File: src/rtl/stim_gen.sv
// Operand stimulus generator: optional corner table, then dual-LFSR random or linear sweep
// vectors, plus a saturating count of monitor mismatch events. Corner table built only with STIM_CORNER_EN.
module stim_gen #(
    parameter int WIDTH        = 32,
    parameter int NUM_VECTORS  = 1024,
    parameter int DRAIN_CYCLES = 8
) (
    input  logic             clk,
    input  logic             reset,
    input  logic             i_start,
    input  logic [1:0]       i_mode,
    input  logic [31:0]      i_seed,
    input  logic             i_event,
    output logic [WIDTH-1:0] o_dut_ia,
    output logic [WIDTH-1:0] o_dut_ib,
    output logic             o_valid,
    output logic             o_busy,
    output logic             o_done,
    output logic [15:0]      o_err_count
);

    localparam logic [2:0] S_IDLE   = 3'd0;
    localparam logic [2:0] S_CORNER = 3'd1;
    localparam logic [2:0] S_GEN    = 3'd2;
    localparam logic [2:0] S_DRAIN  = 3'd3;
    localparam logic [2:0] S_DONE   = 3'd4;

    localparam logic [15:0] LAST_IDX   = 16'(NUM_VECTORS - 1);
    localparam logic [7:0]  DRAIN_LAST = 8'(DRAIN_CYCLES);
    localparam logic [31:0] LFSR_TAPS  = 32'h8020_0003;
    localparam logic [31:0] SEED_B_XOR = 32'hA5A5_A5A5;

    logic [2:0]  state_reg, state_next;
    logic [15:0] idx_reg, idx_next;
    logic [7:0]  drain_reg, drain_next;
    logic        sweep_reg, sweep_next;
    logic [31:0] seed_reg, seed_next;
    logic [31:0] lfsr_a_reg, lfsr_a_next;
    logic [31:0] lfsr_b_reg, lfsr_b_next;
    logic [31:0] ia_reg, ia_next;
    logic [31:0] ib_reg, ib_next;
    logic        valid_reg, valid_next;
    logic [15:0] err_reg, err_next;
    logic        corner_sel;
    logic [31:0] seed_b_raw;

    function automatic logic [31:0] lfsr_step(input logic [31:0] s);
        return s[0] ? ((s >> 1) ^ LFSR_TAPS) : (s >> 1);
    endfunction

`ifdef STIM_CORNER_EN
    function automatic logic [63:0] corner_vec(input logic [2:0] i);
        case (i)
            3'd0:    return {32'h0000_0000, 32'h0000_0000};
            3'd1:    return {32'h0000_0000, 32'h0000_0001};
            3'd2:    return {32'h0000_0001, 32'h0000_0000};
            3'd3:    return {32'hFFFF_FFFF, 32'h0000_0001};
            3'd4:    return {32'h7FFF_FFFF, 32'h0000_0001};
            3'd5:    return {32'h8000_0000, 32'hFFFF_FFFF};
            3'd6:    return {32'hFFFF_FFFF, 32'hFFFF_FFFF};
            default: return {32'hAAAA_AAAA, 32'h5555_5555};
        endcase
    endfunction
    assign corner_sel = (i_mode == 2'd1);
`else
    assign corner_sel = 1'b0;
`endif

    assign seed_b_raw = i_seed ^ SEED_B_XOR;

    always_comb begin
        state_next  = state_reg;
        idx_next    = idx_reg;
        drain_next  = drain_reg;
        sweep_next  = sweep_reg;
        seed_next   = seed_reg;
        lfsr_a_next = lfsr_a_reg;
        lfsr_b_next = lfsr_b_reg;
        ia_next     = 32'd0;
        ib_next     = 32'd0;
        valid_next  = 1'b0;
        err_next    = err_reg;
        if (o_busy && i_event && (err_reg != 16'hFFFF))
            err_next = err_reg + 16'd1;

        case (state_reg)
            S_IDLE, S_DONE: begin
                if (i_start) begin
                    seed_next   = i_seed;
                    sweep_next  = (i_mode == 2'd2);
                    lfsr_a_next = (i_seed == 32'd0) ? 32'd1 : i_seed;
                    lfsr_b_next = (seed_b_raw == 32'd0) ? 32'd1 : seed_b_raw;
                    idx_next    = 16'd0;
                    drain_next  = 8'd0;
                    err_next    = 16'd0;
                    state_next  = corner_sel ? S_CORNER : S_GEN;
                end
            end
`ifdef STIM_CORNER_EN
            S_CORNER: begin
                {ia_next, ib_next} = corner_vec(idx_reg[2:0]);
                valid_next = 1'b1;
                idx_next   = idx_reg + 16'd1;
                if (idx_reg == LAST_IDX)
                    state_next = S_DRAIN;
                else if (idx_reg == 16'd7)
                    state_next = S_GEN;
            end
`endif
            S_GEN: begin
                valid_next = 1'b1;
                // Sweep keeps seed B fixed; the LFSRs step only in random modes.
                if (sweep_reg) begin
                    ia_next = seed_reg + 32'(idx_reg);
                    ib_next = lfsr_b_reg;
                end else begin
                    ia_next     = lfsr_a_reg;
                    ib_next     = lfsr_b_reg;
                    lfsr_a_next = lfsr_step(lfsr_a_reg);
                    lfsr_b_next = lfsr_step(lfsr_b_reg);
                end
                idx_next = idx_reg + 16'd1;
                if (idx_reg == LAST_IDX)
                    state_next = S_DRAIN;
            end
            S_DRAIN: begin
                if (drain_reg == DRAIN_LAST)
                    state_next = S_DONE;
                else
                    drain_next = drain_reg + 8'd1;
            end
            default: state_next = S_IDLE;
        endcase
    end

    always_ff @(posedge clk) begin
        if (reset) begin
            state_reg  <= S_IDLE;
            idx_reg    <= 16'd0;
            drain_reg  <= 8'd0;
            sweep_reg  <= 1'b0;
            seed_reg   <= 32'd0;
            lfsr_a_reg <= 32'd0;
            lfsr_b_reg <= 32'd0;
            ia_reg     <= 32'd0;
            ib_reg     <= 32'd0;
            valid_reg  <= 1'b0;
            err_reg    <= 16'd0;
        end else begin
            state_reg  <= state_next;
            idx_reg    <= idx_next;
            drain_reg  <= drain_next;
            sweep_reg  <= sweep_next;
            seed_reg   <= seed_next;
            lfsr_a_reg <= lfsr_a_next;
            lfsr_b_reg <= lfsr_b_next;
            ia_reg     <= ia_next;
            ib_reg     <= ib_next;
            valid_reg  <= valid_next;
            err_reg    <= err_next;
        end
    end

    assign o_dut_ia    = ia_reg;
    assign o_dut_ib    = ib_reg;
    assign o_valid     = valid_reg;
    assign o_busy      = (state_reg == S_CORNER) || (state_reg == S_GEN) || (state_reg == S_DRAIN);
    assign o_done      = (state_reg == S_DONE);
    assign o_err_count = err_reg;

endmodule

File: config.mk
export PLATFORM = sky130hd
export DESIGN_NAME = stim_gen
export DESIGN_NICKNAME = d
export VERILOG_FILES = /design/src/rtl/stim_gen.sv
export SDC_FILE = /design/constraint.sdc
export NUM_CORES = 1
export LEC_CHECK = 0
export CAP_MARGIN = 30
export CORE_MARGIN = 3
export CORE_UTILIZATION = 30
export CTS_CLUSTER_DIAMETER = 60
export DETAILED_ROUTE_END_ITERATION = 8
export REMOVE_ABC_BUFFERS = 1
export SLEW_MARGIN = 15
export SYNTH_ARGS = -nofsm -noshare
export SYNTH_HDL_FRONTEND = slang
export SYNTH_SLANG_ARGS = --single-unit
File: constraint.sdc
create_clock -name clk -period 3.5 [get_ports clk]
set_clock_uncertainty 0.1 [all_clocks]
set_input_delay 1.05 -clock clk [delete_from_list [all_inputs] [get_ports clk]]
set_output_delay 1.05 -clock clk [all_outputs]
set_load 0.01 [all_outputs]
* Word-level counts from Yosys, hierarchy flattened
Cells that the tools add are included.
Cells by class: mux-type cells 24, reductions and logical operators 16, div/mod/pow operators 0, shifts and indexed selects 0, order comparisons 0, bitwise logic cells 4, add/subtract/negate cells 4, $mul 0, equal/unequal tests 13
Operator list (count):
- 32-bit 2-to-1 mux | 9
- 32-bit one-hot mux with 2 select lines | 2
- 32-bit zero test | 2
- 16-bit 2-to-1 mux | 4
- 16-bit by 1-bit adder with 16-bit output, second input constant | 2
- 32-bit by 16-bit adder with 32-bit output | 1
- 16-bit one-hot mux with 2 select lines | 1
- 16-bit by 10-bit == test with 1-bit output, second input constant | 1
- 8-bit 2-to-1 mux | 2
- 16-bit != test, second input constant | 1
- 16-bit inverter | 1
- 8-bit one-hot mux with 2 select lines | 1
- 2-bit != test, second input constant | 5
- 3-bit 2-to-1 mux | 3
- 3-bit one-hot mux with 3 select lines | 1
- 3-bit AND reduction | 3
- 8-bit by 1-bit adder with 8-bit output, second input constant | 1
- 8-bit by 4-bit == test with 1-bit output, second input constant | 1
- 3-bit inverter with 4-bit output | 2
- 3-bit by 2-bit == test with 1-bit output, second input constant | 2
- 2-bit AND reduction | 2
- 2-bit nonzero test | 2
- 2-bit OR reduction | 2
- 3-bit by 1-bit == test with 1-bit output, second input constant | 1
- 7 further kinds | 9
Storage, ports and cells: bits in latches 0, bits in writable memories 0, memory bits (read-only) 0, memories kept 0, output and inout bits 83, flip-flop bits (word level) 205, bits of input ports 38

* Depth between registers and ports, before layout
Gate-level depths: netlist of the first run.
depth in word-level cells 8, mapped depth 9

* Least setup slack after synthesis of the first run
Ideal clock, no wire load.
kind reg2reg, from register idx_reg[0], to register ia_reg[20], in the netlist o_dut_ia[20], path slack 984 ps, clock period less this slack 2516 ps, cell stages (with the launch flop) 10, data arrival time 2283 ps, cell sequence dfxtp_1 -> ha_1 -> fa_1 -> a21o_1 -> a221o_1 -> a21oi_2 -> a31oi_1 -> a21oi_2 -> mux2i_1 -> nor4_2
Between the ends: word-level cells in the longest chain between the ends 2
RTL lines:
- start: declaration | line 34 | logic [15:0] idx_reg, idx_next;
- start signal: assignment | line 151 | idx_reg <= idx_next;
- 32-bit by 16-bit adder with 32-bit output | line 114 | ia_next = seed_reg + 32'(idx_reg);
- 32-bit 2-to-1 mux | line 113 | if (sweep_reg) begin
- end signal: assignment | line 157 | ia_reg <= ia_next;
- end: declaration | line 40 | logic [31:0] ia_reg, ia_next;
No other way between the ends. A chain may end at the register's enable or synchronous reset.

* Worst setup path after layout of the first run
from register state_reg[0], to output o_done
Between the ends: word-level cells in the longest chain between the ends 1
RTL lines:
- start: declaration | line 33 | logic [2:0] state_reg, state_next;
- start signal: assignment | line 150 | state_reg <= state_next;
- 3-bit == test | line 168 | assign o_done = (state_reg == S_DONE);
- end: declaration | line 18 | output logic o_done,
No other way between the ends.

==> results of run 1 <==
## kinds of logic after synthesis
group	Yosys count	share of synthesized area
AO/OA/AOI/OAI	218	0.159
XOR/XNOR	43	0.0417
adder cells (fa/ha/maj)	21	0.0299
buffers and inverters	76	0.0321
flip-flops	205	0.454
multiplexers	12	0.0134
AND/OR/NAND/NOR	519	0.270
## area by class of cell
| cell class | instances | share of cell area |
|---|---|---|
| multi-input cells | 813 | 0.404 |
| flip-flops and latches | 205 | 0.356 |
| repair buffers | 139 | 0.121 |
| clock buffers | 28 | 0.0570 |
| well taps | 384 | 0.0417 |
| clock inverters | 14 | 0.0178 |
| inverters | 10 | 0.00326 |
## per-layer routing
| layer | vias to the layer above | global-route usage | wire [um] |
|---|---|---|---|
| li1 | 4021 | - | - |
| met1 | 3874 | 0.226 | 12600 |
| met3 | 43 | 0.0271 | 1510 |
| met5 | - | 0 | 13 |
| met4 | 2 | 0.0405 | 624 |
| met2 | 251 | 0.249 | 11700 |
## through the flow
stage	hold slack [ns]	area, sq um
final	0.359	11500
after global routing	0.388	11500
after CTS	0.361	11500
after detailed placement	0.353	10700
after global placement	0.347	10700
after floorplan	0.334	8780
## worst register-to-register path, delay by kind of cell (launching register included)
kind,cells,cell delay [ns]
muxes,1,0.13
AOI/OAI and AO/OA,5,1.33
adders and majority gates,2,0.67
and+or+nand+nor,1,0.27
DFF,1,0.39
## cells in the final DEF, fill, tap and decap left out, types with 8 or more instances in the layout
master           count
or3_1                8
clkdlybuf4s50_1    119
nor4_1              37
a311oi_1            20
nor3_1              10
xor2_1              31
ha_1                20
a22oi_1             10
o211ai_1             8
a211oi_1            18
clkbuf_16           25
nand2b_1            10
nand4_1             17
nor2_1             182
inv_1                9
nand2_1            146
xnor2_1             12
and2_1              35
buf_4               16
a21oi_1             78
dfxtp_1            204
mux2i_1             11
and3_1              17
nand3_1             23
o21ai_0             29
a31oi_1              9
## power by group through the flow
stage                     clock [mW]  sequential [mW]  combinational (mW)
after floorplan                    0             2.59               0.327
after global placement             0             2.61               0.604
after detailed placement           0             2.61               0.608
after CTS                       2.75             2.56               0.612
after global routing            2.84             2.58               0.679
final                           2.69             2.56               0.611
## worst paths after layout
path / slack (ns) / endpoint / depth (start not counted) / from
hold / removal: 0.36 / seed_reg[6] / 2 / seed_reg[6]
hold reg to reg: 0.36 / seed_reg[6] / 2 / seed_reg[6]
setup / recovery: 0.48 / o_done / 3 / state_reg[0]
setup reg to reg: 0.49 / o_dut_ia[20] / 9 / idx_reg[0]
==> results.tsv, run 1 <==
stage	metric	value	unit
power	p_leak	4.32	nW
clocking	ctsHtreeMaxLevel	1	
sta	tightest_slew	0.947	ns
detailed_routing	drtAntennaViolNets	0	
placement	numPlacedInstances	1551	
worst_setup_path	path_delay_family	buffers and inverters	
synth	ys.flop_type	dfxtp_1	
worst_setup_path	arrival	1.87	ns
clocking	clockBufferDepth	3	
clocking	numCtsBuffers	24	
sta	timing.fmax	331	MHz
detailed_routing	viasPerCell	5.14	
sta	finalCritPeriodShare	0.864	
detailed_routing	via_count	8191	
cells_and_area	final_nets	1252	
synth	synth-edff-count	0	
power	power_frac_clock	0.458	
clocking	root_buffer	clkbuf_16	
worst_setup_path	worstSetupStartpointType	register	
global_routing	grt-ovfl-total	0	
detailed_routing	drc	0	
power	ir_worst_vdd	326	uV
synth	ys_async_sr_fraction	0	
power	p_int	4.36	mW
die	core-area	29200	sq um
power	swShare	0.257	
detailed_routing	routed_wl	26400	um
sta	period_needed	3.02	ns
worst_setup_path	critPathCaptureType	primary output	
die	start_util	0.310	
sta	slew_violations	0	
synth	postSynthAreaPerCell	8.26	sq um
cells_and_area	multi_input_area	4650	sq um
clocking	cts_hold_buf	0	
flow_run	maxCapViolCount	0	
clocking	clock_sinks	205	
clocking	cts_resized	0	
global_routing	grt_max_degree	89	
placement	place.gp.congestion	0.833	
sta	setup_viol	0	
power	power_density	509	nW/um^2
detailed_routing	drt_iter0_markers	653	
global_routing	antenna_found_initial	1	
sta	rsz0062_at_grt	false	
clocking	path_clk_slew	0.06	ns
global_routing	grt_pass1_wl	42700	um
synth	synthTopCellsByCount	dfxtp_1 (205), nor2_1 (183), nand2_1 (147), a21oi_1 (78), clkbuf_1 (57)	
die	floorplan.die.width	180	um
synth	synth_area_leaders	dfxtp_1 (45%), nor2_1 (7.6%), nand2_1 (6.1%)	
global_routing	grt_pass1_vias	7861	
clocking	clock_latency	0.51	ns
sta	relSlewSlack	0.366	
clocking	cts_tree	yes	
power	power_frac_seq	0.437	
clocking	cts_setup_buffers	0	
power	p_comb_frac	0.104	
detailed_routing	drt_pass1_iterations	5	
global_routing	grt_usage	0.158	
power	power	5.86	mW
die	die_h	180	um
cells_and_area	register_area	4110	sq um
placement	io_buffers	120	
sta	fin_setup_tns	0	ns
synth	synth_cell_types	64	
cells_and_area	drive_above_1_share	0.0728	
die	io_pins	121	
worst_setup_path	cp_max_fo	8	
synth	synth_most_common_cell	dfxtp_1	
worst_setup_path	slowest_stage	clkdlybuf4s50_1	
worst_setup_path	slowest_delay	0.56	ns
cells_and_area	areaGrowthSynthToFinish	27.6	%
synth	synth_top_area_frac	0.454	
synth	syn-instance-count	1094	
worst_setup_path	cp_cell_sequence	nor2_1 > and2_1 > clkdlybuf4s50_1	
synth	synth_sequential_area_ratio	0.454	
die	num_rows	62	
placement	pre_cts_ws	0.228	ns
worst_hold_path	hold_path.class	register to register	
synth	synth_top_cell_by_area	dfxtp_1	
cells_and_area	fillCellCount	2958	
worst_setup_path	cp_data_required_time	2.35	ns
run_status	status	finished, final reports clean	
synth	syn-cell-area	9030	sq um
sta	hold_viol	0	
detailed_routing	wire_per_inst	16.6	um
cells_and_area	final_util	0.395	
synth	yosys_warnings	0	
cells_and_area	stdcell_count	1593	
worst_setup_path	crit_buf_inv	1	
worst_setup_path	critPathKind	register to primary output	
sta	fin_ws	0.477	ns
cells_and_area	diodes	0	
placement	dp_hpwl	18200	um
die	dieArea	32200	sq um
synth	ys_ff_latch	205	
power	p_sw	1.51	mW
(Power assumes the default switching activity.)
==> run 2, diff against run 1 <==
GPL_TIMING_DRIVEN = 0   (was not set)
clock period = 3.03 ns   (was 3.5 ns; I/O delays follow)
==> run 2 against run 1 <==
Against the previous run:
- utilization increased by 0.18 points
- global-route usage decreased by 0.48 points
- via count decreased by 1.7%
- largest cell class unchanged
- largest power group is now sequential cells
==> results.tsv, run 2 (synthesis results as in run 1) <==
stage	metric	value	unit
power	power_density	572	nW/um^2
clocking	cts_tree	yes	
flow_run	maxCapViolCount	0	
detailed_routing	drc	0	
detailed_routing	wire_per_inst	16.2	um
clocking	numCtsBuffers	25	
worst_hold_path	hold_path.class	register to register	
cells_and_area	areaGrowthSynthToFinish	28.2	%
sta	setup_viol	0	
clocking	clock_latency	0.52	ns
die	num_rows	62	
global_routing	antenna_found_initial	1	
worst_setup_path	cp_max_fo	7	
power	p_leak	4.33	nW
detailed_routing	drt_iter0_markers	571	
cells_and_area	stdcell_count	1592	
worst_setup_path	critPathCaptureType	register	
cells_and_area	layout_common_cells	dfxtp_1 (204), nor2_1 (181), nand2_1 (146)	
sta	whs	0.357	ns
die	die_h	180	um
worst_setup_path	worstSetupStartpointType	input port	
clocking	path_clk_slew	0.06	ns
detailed_routing	routed_wl	25800	um
global_routing	grt_max_degree	75	
worst_setup_path	slowest_delay	0.69	ns
power	ir_worst_vdd	390	uV
sta	tightest_slew	0.795	ns
global_routing	grt_usage	0.153	
cells_and_area	final_common_cell	dfxtp_1	
sta	slew_violations	0	
sta	relSlewSlack	0.470	
sta	hold_viol	0	
placement	io_buffers	120	
cells_and_area	final_util	0.397	
clocking	ctsHtreeMaxLevel	1	
clocking	root_buffer	clkbuf_16	
cells_and_area	diodes	0	
sta	period_needed	2.99	ns
die	start_util	0.310	
detailed_routing	viasPerCell	5.06	
worst_setup_path	ff2ff_setup_slack	0.15	ns
clocking	cts_hold_buf	0	
worst_setup_path	arrival	3.28	ns
placement	dp_hpwl	18100	um
detailed_routing	via_count	8049	
detailed_routing	drtAntennaViolNets	0	
global_routing	grt_pass1_wl	41400	um
die	io_pins	121	
die	floorplan.die.width	180	um
detailed_routing	drt_pass1_iterations	5	
die	dieArea	32200	sq um
worst_setup_path	critPathKind	input port to register	
worst_setup_path	cp_data_required_time	3.31	ns
clocking	clock_sinks	205	
cells_and_area	final_nets	1250	
placement	pre_cts_ws	-0.754	ns
placement	numPlacedInstances	1544	
sta	fin_setup_tns	0	ns
global_routing	grt-ovfl-total	0	
run_status	status	finished, final reports clean	
worst_setup_path	slowest_stage	nor4_1	
global_routing	grt_pass1_vias	7641	
die	core-area	29200	sq um
clocking	clockBufferDepth	3	
worst_setup_path	cp_cell_sequence	clkdlybuf4s50_1 > nor4_1 > and4_1 > a31oi_1 > buf_4 > a22oi_1 > nor2_1	
placement	place.gp.congestion	0.878	
sta	fin_ws	0.0387	ns
cells_and_area	drive_above_1_share	0.0737	
sta	finalCritPeriodShare	0.987	
sta	timing.fmax	334	MHz
[run 2: cell types whose count changed in the layout (fill, tap and decap cells not counted), moves of 3 or more]
| cell | before | now |
|---|---|---|
| clkbuf_8 | 2 | 5 |
| clkbuf_1 | 1 | 5 |
| buf_8 | 0 | 3 |
| buf_4 | 16 | 7 |
| clkinvlp_4 | 5 | 1 |
[run 2: repair_timing]
action,in CTS,in global routing
buffers inserted,0,4
pin swaps,0,4
resized for setup,5,6
setup endpoints to repair,20,10
[run 2: power breakdown]
group          total, mW  leakage (nW)  internal, mW  switching, mW
clock network       2.95         0.403          1.81           1.15
registers           2.96          1.68          2.84          0.117
logic              0.713          2.25         0.296          0.417
total               6.63          4.33          4.95           1.68
[run 2: layout make-up]
cell class / count / area [sq um]
Fill cell: 2996 / 17600
Clock buffer: 35 / 713
Timing Repair Buffer: 136 / 1430
Tap cell: 384 / 480
Sequential cell: 205 / 4110
Clock inverter: 9 / 109
Multi-Input combinational cell: 813 / 4700
Inverter: 10 / 45.0
[run 2: routing by layer]
metal  GRT usage  routed length (um)  up-vias  part of all wire
li1            -                   -     4019                 -
met1       0.218               12200     3777              0.47
met2       0.242               11500      212              0.45
met3      0.0273                1500       41             0.058
met4      0.0365                 551        0             0.021
met5           0                   0        -                 0
[run 2: path summary, 6_finish.rpt]
check,from,end,cells past startpoint
hold reg to reg,seed_reg[9],seed_reg[9],2
hold / removal,seed_reg[9],seed_reg[9],2
setup reg to reg,idx_reg[0],o_dut_ia[20],9
setup / recovery,i_seed[14],lfsr_b_reg[10],7
[run 2: through the flow]
stage                     total power, mW  area [sq um]
final                                6.63         11600
after global routing                 6.90         11600
after CTS                            6.71         11500
after detailed placement             3.73         10700
after global placement               3.70         10500
after floorplan                      3.37          8780
[run 2: critical path, delay by kind of cell]
family / cells / cell delay [ns]
buffers and inverters: 2 / 0.92
AOI/OAI and AO/OA: 2 / 0.35
and+or+nand+nor: 3 / 1.09
